## src/rtl/id_ex_ctrl_pipe.sv

```systemverilog
// rtl/id_ex_ctrl_pipe.sv - ID/EX main controller with load-use, flush, hold and illegal-opcode handling
module id_ex_ctrl_pipe #(
    parameter int REG_ADDR_W      = 5,
    parameter int ALUOP_W         = 3,
    parameter int EN_AUIPC        = 1,
    parameter int HALT_ON_ILLEGAL = 1,
    parameter int CNT_W           = 16
) (
    input  logic                  clk,
    input  logic                  reset_n,
    input  logic                  id_valid,
    input  logic [6:0]            id_opcode,
    input  logic [REG_ADDR_W-1:0] id_rs1,
    input  logic [REG_ADDR_W-1:0] id_rs2,
    input  logic [REG_ADDR_W-1:0] id_rd,
    input  logic                  flush,
    input  logic                  hold,
    output logic                  ex_valid,
    output logic                  ex_alusrc,
    output logic                  ex_memtoreg,
    output logic                  ex_regwrite,
    output logic                  ex_memread,
    output logic                  ex_memwrite,
    output logic                  ex_branch,
    output logic                  ex_auipc,
    output logic [ALUOP_W-1:0]    ex_aluop,
    output logic [1:0]            ex_jaltype,
    output logic [REG_ADDR_W-1:0] ex_rd,
    output logic                  pc_write,
    output logic                  if_id_write,
    output logic                  illegal_op,
    output logic                  halted,
    output logic [CNT_W-1:0]      lu_bubbles
);

    localparam logic [6:0] OP_R     = 7'b0110011;
    localparam logic [6:0] OP_LW    = 7'b0000011;
    localparam logic [6:0] OP_SW    = 7'b0100011;
    localparam logic [6:0] OP_BR    = 7'b1100011;
    localparam logic [6:0] OP_JAL   = 7'b1101111;
    localparam logic [6:0] OP_JALR  = 7'b1100111;
    localparam logic [6:0] OP_I     = 7'b0010011;
    localparam logic [6:0] OP_LUI   = 7'b0110111;
    localparam logic [6:0] OP_AUIPC = 7'b0010111;

    localparam logic [0:0] S_RUN  = 1'b0;
    localparam logic [0:0] S_HALT = 1'b1;

    localparam logic [CNT_W-1:0] CNT_ONE = CNT_W'(1);

    typedef struct packed {
        logic                  valid;
        logic                  alusrc;
        logic                  memtoreg;
        logic                  regwrite;
        logic                  memread;
        logic                  memwrite;
        logic                  branch;
        logic                  auipc;
        logic [ALUOP_W-1:0]    aluop;
        logic [1:0]            jaltype;
        logic [REG_ADDR_W-1:0] rd;
    } ctl_t;

    ctl_t             r_ex;
    ctl_t             w_dec;
    logic [0:0]       r_state;
    logic             r_illegal_op;
    logic [CNT_W-1:0] r_lu_cnt;

    logic w_is_r, w_is_lw, w_is_sw, w_is_br, w_is_jal, w_is_jalr, w_is_i, w_is_lui, w_is_auipc;
    logic w_legal, w_illegal, w_uses_rs1, w_uses_rs2, w_lu, w_halted;

    // Opcode decode; an invalid ID slot decodes to an all-zero bubble
    always_comb begin
        w_is_r      = (id_opcode == OP_R);
        w_is_lw     = (id_opcode == OP_LW);
        w_is_sw     = (id_opcode == OP_SW);
        w_is_br     = (id_opcode == OP_BR);
        w_is_jal    = (id_opcode == OP_JAL);
        w_is_jalr   = (id_opcode == OP_JALR);
        w_is_i      = (id_opcode == OP_I);
        w_is_lui    = (id_opcode == OP_LUI);
        w_is_auipc  = (EN_AUIPC != 0) && (id_opcode == OP_AUIPC);
        w_legal     = w_is_r | w_is_lw | w_is_sw | w_is_br | w_is_jal | w_is_jalr
                    | w_is_i | w_is_lui | w_is_auipc;
        w_illegal   = id_valid & ~w_legal;
        w_uses_rs1  = w_is_r | w_is_i | w_is_lw | w_is_sw | w_is_br | w_is_jalr;
        w_uses_rs2  = w_is_r | w_is_sw | w_is_br;

        w_dec          = '0;
        w_dec.valid    = id_valid;
        w_dec.alusrc   = id_valid & (w_is_lw | w_is_sw | w_is_jalr | w_is_i | w_is_lui | w_is_auipc);
        w_dec.regwrite = id_valid & (w_is_r | w_is_lw | w_is_jal | w_is_jalr | w_is_i | w_is_lui | w_is_auipc);
        w_dec.memtoreg = id_valid & w_is_lw;
        w_dec.memread  = id_valid & w_is_lw;
        w_dec.memwrite = id_valid & w_is_sw;
        w_dec.branch   = id_valid & w_is_br;
        w_dec.auipc    = id_valid & w_is_auipc;
        w_dec.jaltype  = {id_valid & w_is_jal, id_valid & w_is_jalr};
        if (id_valid) begin
            w_dec.rd = id_rd;
            if (w_is_br)
                w_dec.aluop[2:0] = 3'b001;
            else if (w_is_r | w_is_jal | w_is_jalr)
                w_dec.aluop[2:0] = 3'b010;
            else if (w_is_i)
                w_dec.aluop[2:0] = 3'b011;
            else if (w_is_lui | w_is_auipc)
                w_dec.aluop[2:0] = 3'b100;
            else
                w_dec.aluop[2:0] = 3'b000;
        end
    end

    // Load-use hazard: a load in EX whose destination a source of the ID instruction needs
    always_comb begin
        w_lu = id_valid & r_ex.valid & r_ex.memread & (r_ex.rd != '0)
             & ((w_uses_rs1 & (r_ex.rd == id_rs1)) | (w_uses_rs2 & (r_ex.rd == id_rs2)));
        w_halted = (r_state == S_HALT);
    end

    // Front-end enables follow the same priority as the ID/EX update
    always_comb begin
        pc_write = 1'b1;
        if (hold)
            pc_write = 1'b0;
        else if (w_halted)
            pc_write = 1'b0;
        else if (flush)
            pc_write = 1'b1;
        else if (w_lu)
            pc_write = 1'b0;
        if_id_write = pc_write;
    end

    // ID/EX control register, halt state, illegal pulse and load-use counter
    always_ff @(posedge clk or negedge reset_n) begin
        if (!reset_n) begin
            r_ex         <= '0;
            r_state      <= S_RUN;
            r_illegal_op <= 1'b0;
            r_lu_cnt     <= '0;
        end else begin
            r_illegal_op <= 1'b0;
            if (!hold) begin
                if (w_halted || flush || w_lu || w_illegal) begin
                    r_ex <= '0;
                    if (!w_halted && !flush && w_lu && (r_lu_cnt != '1))
                        r_lu_cnt <= r_lu_cnt + CNT_ONE;
                    if (!w_halted && !flush && !w_lu && w_illegal) begin
                        r_illegal_op <= 1'b1;
                        if (HALT_ON_ILLEGAL != 0)
                            r_state <= S_HALT;
                    end
                end else begin
                    r_ex <= w_dec;
                end
            end
        end
    end

    assign ex_valid    = r_ex.valid;
    assign ex_alusrc   = r_ex.alusrc;
    assign ex_memtoreg = r_ex.memtoreg;
    assign ex_regwrite = r_ex.regwrite;
    assign ex_memread  = r_ex.memread;
    assign ex_memwrite = r_ex.memwrite;
    assign ex_branch   = r_ex.branch;
    assign ex_auipc    = r_ex.auipc;
    assign ex_aluop    = r_ex.aluop;
    assign ex_jaltype  = r_ex.jaltype;
    assign ex_rd       = r_ex.rd;
    assign illegal_op  = r_illegal_op;
    assign halted      = w_halted;
    assign lu_bubbles  = r_lu_cnt;

endmodule

```

## config.mk

```make
export PLATFORM = sky130hd
export DESIGN_NAME = id_ex_ctrl_pipe
export DESIGN_NICKNAME = d
export VERILOG_FILES = /design/src/rtl/id_ex_ctrl_pipe.sv
export SDC_FILE = /design/constraint.sdc
export NUM_CORES = 1
export LEC_CHECK = 0
export BUFFER_PORTS_ARGS = -buffer_cell sky130_fd_sc_hd__buf_2
export CAP_MARGIN = 20
export CORE_AREA = 2 2 63 71
export CTS_CLUSTER_SIZE = 12
export DETAILED_ROUTE_END_ITERATION = 12
export DIE_AREA = 0 0 65 73
export HOLD_SLACK_MARGIN = 0.05
export PLACE_DENSITY = 0.7
export SLEW_MARGIN = 20
export SYNTH_ARGS = -nofsm -noshare
export SYNTH_HDL_FRONTEND = slang
export SYNTH_SLANG_ARGS = --single-unit
```

## constraint.sdc

```tcl
create_clock -name clk -period 5.4 [get_ports clk]
set_clock_uncertainty 0.1 [all_clocks]
set_input_delay 0.54 -clock clk [delete_from_list [all_inputs] [get_ports clk]]
set_output_delay 0.54 -clock clk [all_outputs]
set_load 0.02 [all_outputs]
```

# Word level (Yosys, flattened, before mapping)
# Cells that the tools add are included.
# totals
ff_bits	36
latch_bits	0
ramBits	0
romBits	0
output_inout_bits	38
word_cells	101
mem_count	0
# op_classes
n_addsub	1
multipliers	0
n_div	0
order_cmp	0
eq_ne	12
n_shift	0
n_mux	14
bitwise_logic	46
n_reduce_logical	14
# ops
cell	n
$or 1x1->1	29
$eq 7x6->1 const B	3
$eq 7x7->1 const B	3
$mux 18	1
$add 16x1->16 const B	1
$ne 16x16->1 const B	1
$and 1x1->1	15
$mux 3	5
$eq 7x5->1 const B	2
$eq 5x5->1	2
$eq 7x2->1 const B	1
$mux 1	7
$reduce_and 3->1	2
$logic_and 1x1->1	5
$mux 5	1
$reduce_bool 5->1	1
$logic_not 1->1	3
$logic_or 1x1->1	3
$not 1->1	2

# Longest topological paths before layout
# Gate-level depths: netlist of the first run.
# depth
word_depth	15
ltp_mapped	9

# Worst setup path before layout of the first run
# No wires, ideal clock.
# synth_timing
path_kind	flip-flop to output port
startpoint	register r_ex (netlist bit ex_rd[1])
endpoint	output port pc_write
arrival_ns	2.179
setup_slack_ns	2.581
path_stages_with_launch	6
n_path_buf	1
cell_sequence	dfrtp_1 or4_1 o211ai_1 a21oi_2 a211oi_1 buf_4
# synth_between
elab_chain_cells	8
word_cells_on_any_way	12
# synth_rtl
element	line	source
from (decl)	65	ctl_t r_ex;
from (signal assigned)	157	r_ex <= w_dec;
$eq 5x5->1	119	& ((w_uses_rs1 & (r_ex.rd == id_rs1)) | (w_uses_rs2 & (r_ex.rd == id_rs2)));
$and 1x1->1	119	
$or 1x1->1	119	
$and 1x1->1 *	119	
$mux 1 *	132	else if (w_lu)
$mux 1 *	130	else if (flush)
$mux 1 *	128	else if (w_halted)
$mux 1 *	126	if (hold)
to (decl)	29	output logic pc_write,
# Mark *: on every way between the ends. The rest lies on a longest branch, timed or not.

# Worst setup path in the final report of the first run
# layout_timing
startpoint	register r_ex (netlist bit ex_rd[1])
endpoint	output port if_id_write
# layout_between
elab_chain_cells	8
word_cells_on_any_way	12
# layout_rtl
element	line	source
$eq 5x5->1	119	
$and 1x1->1	119	
$or 1x1->1	119	
$and 1x1->1 *	119	
$mux 1 *	132	
$mux 1 *	130	
$mux 1 *	128	
$mux 1 *	126	
to (decl)	30	output logic if_id_write,
# Marks and branches as above.

==> results by stage, run 1 <==
Worst setup path:
- The slowest stage cell on the critical path is sky130_fd_sc_hd__or4_1.
- The reg2reg setup slack is 3180 ps.
- Traced cell by cell, the critical path runs through or4_1 > o211ai_1 > a21oi_2 > a211oi_1 > buf_2.
- Data arrives at the worst endpoint at 2070 ps.
- The type of destination of the critical path is an output port.
- STA puts the critical path data required time at 4760 ps.
- The worst setup path is of the flop to output port kind.
- The element type at the critical path start is a flop.
- The largest fanout on the critical path is 5.
- The stage delay of the slowest cell on the critical path is 550 ps.

Route:
- The residual antenna-violating net count after detailed routing is 0.
- The number of optimization iterations in the first detailed-route pass is 4.
- The number of DRC violations after detailed-routing iteration 0 is 64.
- The total wire length after detailed routing is 3750 um.
- The number of vias per cell is 5.14.
- The count of vias placed by the detailed router is 1495.
- The mean routed wirelength per cell is 12.9 um.
- The number of remaining DRC errors is 0.

Final layout:
- Compared with the post-synthesis result, the final layout area differs by 24.2%.
- Once layout is complete, the utilization of the core stands at 53.7%.
- The sequential cells in the finished layout cover a total of 876 sq um.
- The antenna diode instance count is 0.
- The count of filler cells inserted in the layout is 394.
- The final layout contains around 260 nets.
- The final instance count without filler cells is 291.
- The ratio of cells with drive above 1 in the final layout is 35.9%.
- In the final layout, the multi-input gates occupy 840 sq um.

Synth:
- The async set or reset register ratio after synthesis is between 90% and 100%.
- Yosys mapped the design onto 43 distinct sky130hd cell types.
- For this run, the number of Yosys warnings is 0.
- A synthesized cell averages 10.3 sq um.
- The synthesis-stage register bit count is 35.
- The area of the mapped netlist is 1770 sq um.
- Synthesis produced a netlist with a net count of 200.
- The number of enable-type register cells in the synthesized netlist is 0.
- After technology mapping, the gate count stands at 172.
- The most used flip-flop cell after synthesis is sky130_fd_sc_hd__dfrtp_1.
- For this run, the register share of the synthesized area comes to between 40% and 50%.

Global route:
- The via count of the first global-routing pass is 1335.
- In the global route stage, overall resource usage came out at between 10% and 20%.
- For this run the aggregate overflow at the end of global routing stands at 0.
- The pin count of the biggest net entering global routing is 36.
- The number of antenna violations at the first check in global routing is 0.
- The wire length of the first global-routing pass is 6110 um.

Status:
- The run finished with clean final reports.

Clock network:
- The CTS tree is yes.
- The post-CTS repair timing setup buffer count is 0.
- Clock tree synthesis inserted a total of 5 buffers.
- The number of hold buffers added after cts is 0.
- The number of sinks handled by clock tree synthesis is 35.
- The number of levels in the clock H-tree is 2.
- In this run, post-CTS repair resized a total of 0 instances.
- CTS placed an instance of sky130_fd_sc_hd__clkbuf_8 at the clock tree root.
- Clock-pin slew was measured on the worst setup and hold paths at 70 ps.
- The maximum count of clock buffers along a single path is 2.
- The clock latency on the worst-skew pair is 290 ps.

Power and ir drop:
- Power spread over the standard cell area amounts to around 220 nW/um^2.
- The overall power after layout is ~490 uW.
- The highest ir drop seen on vdd is about 0.13 mV.
- For this design the static power due to leakage is 0.00119 uW.

Flow run:
- The max-cap check violation count is 0.

STA:
- After layout, the worst setup slack is 2690 ps.
- The post-route clock period utilization is 50.1%.
- For the pin with the worst max-slew slack, the measured transition is between 700 and 800 ps.
- The number of failing setup endpoints in the final timing report is 0.
- The hold violation count in the final report was 0.
- The count of final max-slew check failures came to 0.
- The clock period minus worst slack is between 2000 and 3000 ps.
- The upper clock frequency limit is 370 MHz.
- Setup repair after global routing left no endpoint under its margin.
- After routing, the total negative slack on setup checks comes to 0 ps.
- Headroom to the max-slew limit came out at about half.

Floorplan:
- The floorplan die area is 4750 sq um.
- The core region is 4100 sq um.
- The vertical die dimension is 73 um.
- For this design the top-level I/O count stands at 65.
- The standard-cell row count is 25.
- The width of the die is 65 um.
- The initial utilization of the core area, before any placement, comes to 43.3%.

Placement:
- The final weighted congestion in routability-driven placement is 0.769.
- In this run the tool buffered the top-level ports with 64 buffer cells.
- The minimum setup slack after placement is 2930 ps.
- The half-perimeter wire length after placement is around 2900 um.
- The number of placed instances with taps included is around 280.

Min path:
- In this run the worst hold path is classified as input pin to asynchronous set/reset pin.
layout by cell type, fill, tap and decap left out, drive strengths merged:
cell type and count:
nand4 5, o21a 1, clkbuf 5, xnor2 10, and3 3, and4 3
a211oi 1, or2 2, a21o 2, nor2 10, inv 4, clkinv 3
nand3 10, nand4b 1, buf 64, nand3b 1, nand2 21, or4 1
ha 1, xor2 15, o21ai 9, o31ai 3, nor2b 1, a21boi 1
dfrtp 35, or3 2, a22o 5, a31oi 1, or2b 1, nand2b 2
nor3 7, a2111oi 1, o211ai 1, a32o 1, a21oi 4
cell families (layout without fill, tap and decap cells):
logic type / Yosys count / count (layout) / share of synthesized area (%)
AO/OA/AOI/OAI: 30 / 30 / 12.2
flip-flops: 35 / 35 / 49.4
buffers and inverters: 11 / 76 / 3.25
XOR/XNOR: 25 / 25 / 12.4
adder cells (fa/ha/maj): 1 / 1 / 0.706
AND/OR/NAND/NOR: 70 / 70 / 22.1
power breakdown:
group	switching [uW]	internal [uW]	leakage, uW	total [uW]
Combinational	28.3	17.2	0.000657	45.5
Sequential	2.21	264	0.000485	267
Clock	93.0	88.1	0.0000477	181
path summary, 6_finish.rpt:
kind | to | start | cells past startpoint
setup / recovery | if_id_write | ex_rd[1] | 5
hold / removal | lu_bubbles[6] | reset_n | 1
setup reg to reg | ex_memwrite | ex_rd[1] | 6
hold reg to reg | ex_aluop[2] | ex_aluop[2] | 2
max in group asynchronous | ex_jaltype[0] | reset_n | 1
min in group clk | ex_rd[0] | id_rd[0] | 2
worst max-delay path: cells and delay by family, from the launching register on:
| kind | cells | cell delay, ps |
|---|---|---|
| AO/OA/AOI/OAI | 3 | 580 |
| buffers and inverters | 1 | 210 |
| flip-flops | 1 | 440 |
| AND/OR/NAND/NOR | 1 | 550 |
final cells by class:
type	instances	area share [%]
sequential	35	39.8
multi-input combinational	126	38.1
timing repair buffer	64	14.5
clock buffer	5	3.13
tap	54	3.07
clock inverter	3	0.682
inverter	4	0.682
cell usage after synthesis (2+ instances only):
cell	number	area (sq um)
sky130_fd_sc_hd__buf_4	2	15.0
sky130_fd_sc_hd__inv_1	4	15.0
sky130_fd_sc_hd__nor2_1	10	37.5
sky130_fd_sc_hd__dfrtp_1	35	876
sky130_fd_sc_hd__nand3_2	2	20.0
sky130_fd_sc_hd__and3_1	3	18.8
sky130_fd_sc_hd__o31ai_1	2	15.0
sky130_fd_sc_hd__o21ai_0	6	30.0
sky130_fd_sc_hd__nand4_1	5	31.3
sky130_fd_sc_hd__xnor2_1	10	87.6
sky130_fd_sc_hd__nor3_2	4	40.0
sky130_fd_sc_hd__nand2_1	21	78.8
sky130_fd_sc_hd__a22o_1	5	43.8
sky130_fd_sc_hd__and4_1	3	26.3
sky130_fd_sc_hd__o21ai_1	3	15.0
sky130_fd_sc_hd__nor3_1	3	15.0
sky130_fd_sc_hd__nand3_1	8	40.0
sky130_fd_sc_hd__a21oi_1	3	15.0
sky130_fd_sc_hd__xor2_1	15	131
sky130_fd_sc_hd__clkbuf_1	3	11.3
sky130_fd_sc_hd__a21o_1	2	15.0
sky130_fd_sc_hd__or2_2	2	12.5
state kept, by name, summed over array words and instances, names as in the netlist:
name	count
ex_branch	1
ex_valid	1
ex_auipc	1
ex_alusrc	1
lu_bubbles	16
illegal_op	1
ex_rd	5
ex_jaltype	2
ex_memwrite	1
ex_aluop	3
ex_regwrite	1
ex_memtoreg	1
halted	1
metrics by stage:
stage | hold slack [ps] | instance area, sq um
6_report | 220 | 2200
5_1_grt | 282 | 2200
4_1_cts | 239 | 2200
3_5_place_dp | 366 | 2120
3_3_place_gp | 365 | 2120
2_1_floorplan | 144 | 1770
per-layer routing:
metal	global-route usage [%]	up-vias	wire, um
met4	6.38	0	58
li1	-	737	-
met3	5.56	5	214
met5	0	-	0
met1	21.3	706	1670
met2	28.3	47	1800
Power figures use the tool's default switching activity.
==> run 2: changes to the inputs <==
--- a/config.mk
+++ b/config.mk
@@ -7,12 +7,12 @@
 export LEC_CHECK = 0
 export BUFFER_PORTS_ARGS = -buffer_cell sky130_fd_sc_hd__buf_2
 export CAP_MARGIN = 20
-export CORE_AREA = 2 2 63 71
+export CORE_AREA = 2 2 64 72
 export CTS_CLUSTER_SIZE = 12
 export DETAILED_ROUTE_END_ITERATION = 12
-export DIE_AREA = 0 0 65 73
+export DIE_AREA = 0 0 66 74
 export HOLD_SLACK_MARGIN = 0.05
-export PLACE_DENSITY = 0.7
+export PLACE_DENSITY = 0.71
 export SLEW_MARGIN = 20
 export SYNTH_ARGS = -nofsm -noshare
 export SYNTH_HDL_FRONTEND = slang
==> constraint.sdc (replaced) <==
create_clock -name clk -period 2.18 [get_ports clk]
set_clock_uncertainty 0.1 [all_clocks]
set_input_delay 0.218 -clock clk [delete_from_list [all_inputs] [get_ports clk]]
set_output_delay 0.218 -clock clk [all_outputs]
set_load 0.02 [all_outputs]
==> run 2 against run 1 <==
  * The flow now finishes with violations (negative setup slack)
  * Non-clock buffer count is 26 higher
  * Flip-flop and latch count stayed put
  * Via count is 8.9% higher
  * Global-route usage is 1.6 points higher
  * Wire length is 21% higher
  * Core utilization is 8.1 points higher
  * Hold slack worse by 130 ps
  * Combinational power grew to 3.2 times the previous value
  * Design area is 18% higher
  * Register-to-register slack worse by 3400 ps
==> results by stage, run 2 (synthesized netlist as in run 1, its figures left out) <==
Clock network:
- The clock-pin slew of the registers on the worst-case setup and hold paths was 70 ps (about the same).
- The clock latency on the worst-skew pair was 290 ps (about the same).
- The CTS tree is yes (unchanged).
- The maximum count of clock buffers along a single path is 2 (unchanged).
- The number of levels in the clock H-tree is 2 (unchanged).
- The total CTS buffers is 5 (unchanged).
- The number of sinks handled by clock tree synthesis is 35 (unchanged).
- The buffer type at the clock tree root is sky130_fd_sc_hd__clkbuf_8 (unchanged).

Worst setup path:
- The kind of critical path is flop to output port (unchanged).
- The number of buffers and inverters on the critical path was 2 (was 1).
- The stage delay of the slowest cell on the critical path is 510 ps (was 550 ps).
- The data arrival time of the critical path was 2030 ps (was 2070 ps).
- The data required time at the worst endpoint was 1860 ps (was 4760 ps).
- The type of destination of the critical path is an output port (unchanged).
- The cell family with the largest share of critical-path delay is compound AO/OA/AOI/OAI gates (unchanged).
- The element type at the critical path start is a flop (unchanged).
- The slowest stage cell on the critical path is sky130_fd_sc_hd__or4_1 (unchanged).
- The largest fanout on the critical path is 2 (was 5).
- Worst path cell trace: or4_1 > o211ai_1 > a21oi_2 > buf_4 > a211oi_4 > buf_6 (was or4_1 > o211ai_1 > a21oi_2 > a211oi_1 > buf_2).

Global route:
- The wire length of the first global-routing pass is 6900 um (was 6110 um).
- The pin count of the biggest net entering global routing came to 36 (unchanged).
- The number of antenna violations at the first check in global routing is 0 (unchanged).
- The total global routing overflow is 0 (unchanged).
- The total global-route track usage is 18.9% (was 17.3%).
- The via count of the first global-routing pass is 1553 (was 1335).

STA:
- The count of final max-slew check failures is 0 (unchanged).
- RSZ-0062 raised after global routing: true (was false).
- The worst max-slew margin expressed relative to the limit is 48.6% (was 49.1%).
- The number of failing setup endpoints in the final timing report is 25 (was 0).
- The upper clock frequency limit is 425 MHz.
- The slew at the pin closest to its max-slew limit is 770 ps (was 763 ps).
- The final setup slack of the worst path is -171 ps (was 2690 ps).
- The post-route clock period utilization is 108%.
- The smallest clock period supported by the final layout is computed as 2350 ps.
- The hold violation count in the final report is 0 (unchanged).

Power and ir drop:
- The overall power after layout is 1270 uW (was 493 uW).
- The leakage power is 0.00141 uW (was 0.00119 uW).
- The power density relative to cell area is 490 nW/um^2 (was 224 nW/um^2).
- The highest ir drop seen on vdd is 0.303 mV (was 0.127 mV).

Final layout:
- Most frequent cells in the layout: sky130_fd_sc_hd__buf_2, sky130_fd_sc_hd__dfrtp_1, sky130_fd_sc_hd__nand2_1 (unchanged).
- The final layout net count is 291 (was 264).
- The count of filler cells inserted in the layout is 372 (was 394).
- The final instance count without filler cells is 318 (was 291).
- The area overhead of the layout relative to synthesis is 46.2% (was 24.2%).
- The ratio of cells with drive above 1 in the final layout is 45.5% (was 35.9%).
- The number of flip-flops in the largest register came to 16 (unchanged).
- The commonest non-fill, non-tap cell in the layout is sky130_fd_sc_hd__buf_2 (unchanged).
- The antenna diode instance count is 0 (unchanged).

Route:
- The number of remaining DRC errors was 0 (unchanged).
- The residual antenna-violating net count after detailed routing was 0 (unchanged).
- The mean routed wirelength per cell came to 14.3 um (was 12.9 um).
- The total wire length after detailed routing was 4550 um (was 3750 um).
- The count of vias placed by the detailed router was 1628 (was 1495).
- The number of optimization iterations in the first detailed-route pass came to 4 (unchanged).
- The number of vias per cell is 5.12 (was 5.14).
- The number of DRC violations after detailed-routing iteration 0 is 60 (was 64).

Floorplan:
- The standard cell core area was 4190 sq um (was 4100 sq um).
- The effective utilization at floorplan came to 42.3% (was 43.3%).
- The width of the die is 66 um (was 65 um).
- The vertical die dimension came to 74 um (was 73 um).
- The floorplan die area is 4880 sq um (was 4750 sq um).
- The standard-cell row count is 25 (unchanged).
- The top-level port count is 65 (unchanged).

Placement:
- The number of buffers added on ports was 64 (unchanged).
- The final weighted congestion in routability-driven placement is 0.840 (was 0.769).
- The half-perimeter wire length after placement was 3030 um (was 2870 um).
- The number of placed instances with taps included is 293 (was 283).

Status:
- The checks that failed: negative setup slack.
- Result of the run: finished, violations left (was complete, no violations).

Min path:
- The class of the most critical hold timing path is input pin to flop (was input pin to asynchronous set/reset pin).

Flow run:
- The max-cap check violation count is 0 (unchanged).
==> run 2: power breakdown <==
part	internal, uW	leakage (uW)	switching, uW	total (uW)
combinational	65.1	0.000879	81.7	147
clock	224	0.0000422	238	462
sequential	655	0.000485	7.44	662
==> run 2: stage by stage <==
| step | cell area, sq um | setup slack [ps] | setup TNS, ps | hold slack, ps | util, % |
|---|---|---|---|---|---|
| finish | 2590 | -171 | -1950 | 85.8 | 61.9 |
| global route | 2590 | -294 | -5110 | 91.0 | 61.9 |
| floorplan | 1790 | 1.96 | 0 | -178 | - |
| CTS | 2400 | -181 | -410 | 77.4 | 57.2 |
| global placement | 2210 | 1.19 | 0 | 236 | 52.6 |
| detailed placement | 2210 | -39.8 | -49.7 | 244 | 52.6 |
==> run 2: what timing repair did <==
| item | 4_1_cts | 5_1_grt |
|---|---|---|
| pin swaps | 4 | 21 |
| setup buffers | 3 | 7 |
| hold buffers | 6 | 0 |
| hold endpoints to repair | 40 | 0 |
| gates resized for setup | 8 | 28 |
| setup endpoints to repair | 5 | 25 |
| cloned | 0 | 1 |
==> run 2: area by class of cell <==
type / instances / area, sq um / area share, %
Multi-Input combinational cell: 127 / 991 / 38.2
Clock buffer: 7 / 76.3 / 2.94
Clock inverter: 1 / 5.00 / 0.193
Inverter: 4 / 15.0 / 0.579
Timing Repair Buffer: 90 / 562 / 21.7
Sequential cell: 35 / 876 / 33.8
Tap cell: 54 / 67.6 / 2.61
==> run 2: path summary, 6_finish.rpt <==
check,startpoint,end,slack [ps],cells past startpoint
max,ex_rd[2],pc_write,-170,6
min in group asynchronous,reset_n,lu_bubbles[11],440,2
max reg2reg,ex_rd[2],lu_bubbles[15],-170,11
max in group asynchronous,reset_n,ex_aluop[2],1050,2
min reg2reg,ex_regwrite,ex_regwrite,380,1
min,id_opcode[0],illegal_op,90,2
==> run 2: per-layer routing <==
| layer | wire length, um | GRT usage [%] |
|---|---|---|
| met5 | 0 | 0 |
| met3 | 226 | 5.14 |
| met4 | 64 | 7.71 |
| met1 | 1900 | 22.6 |
| met2 | 2360 | 32.2 |
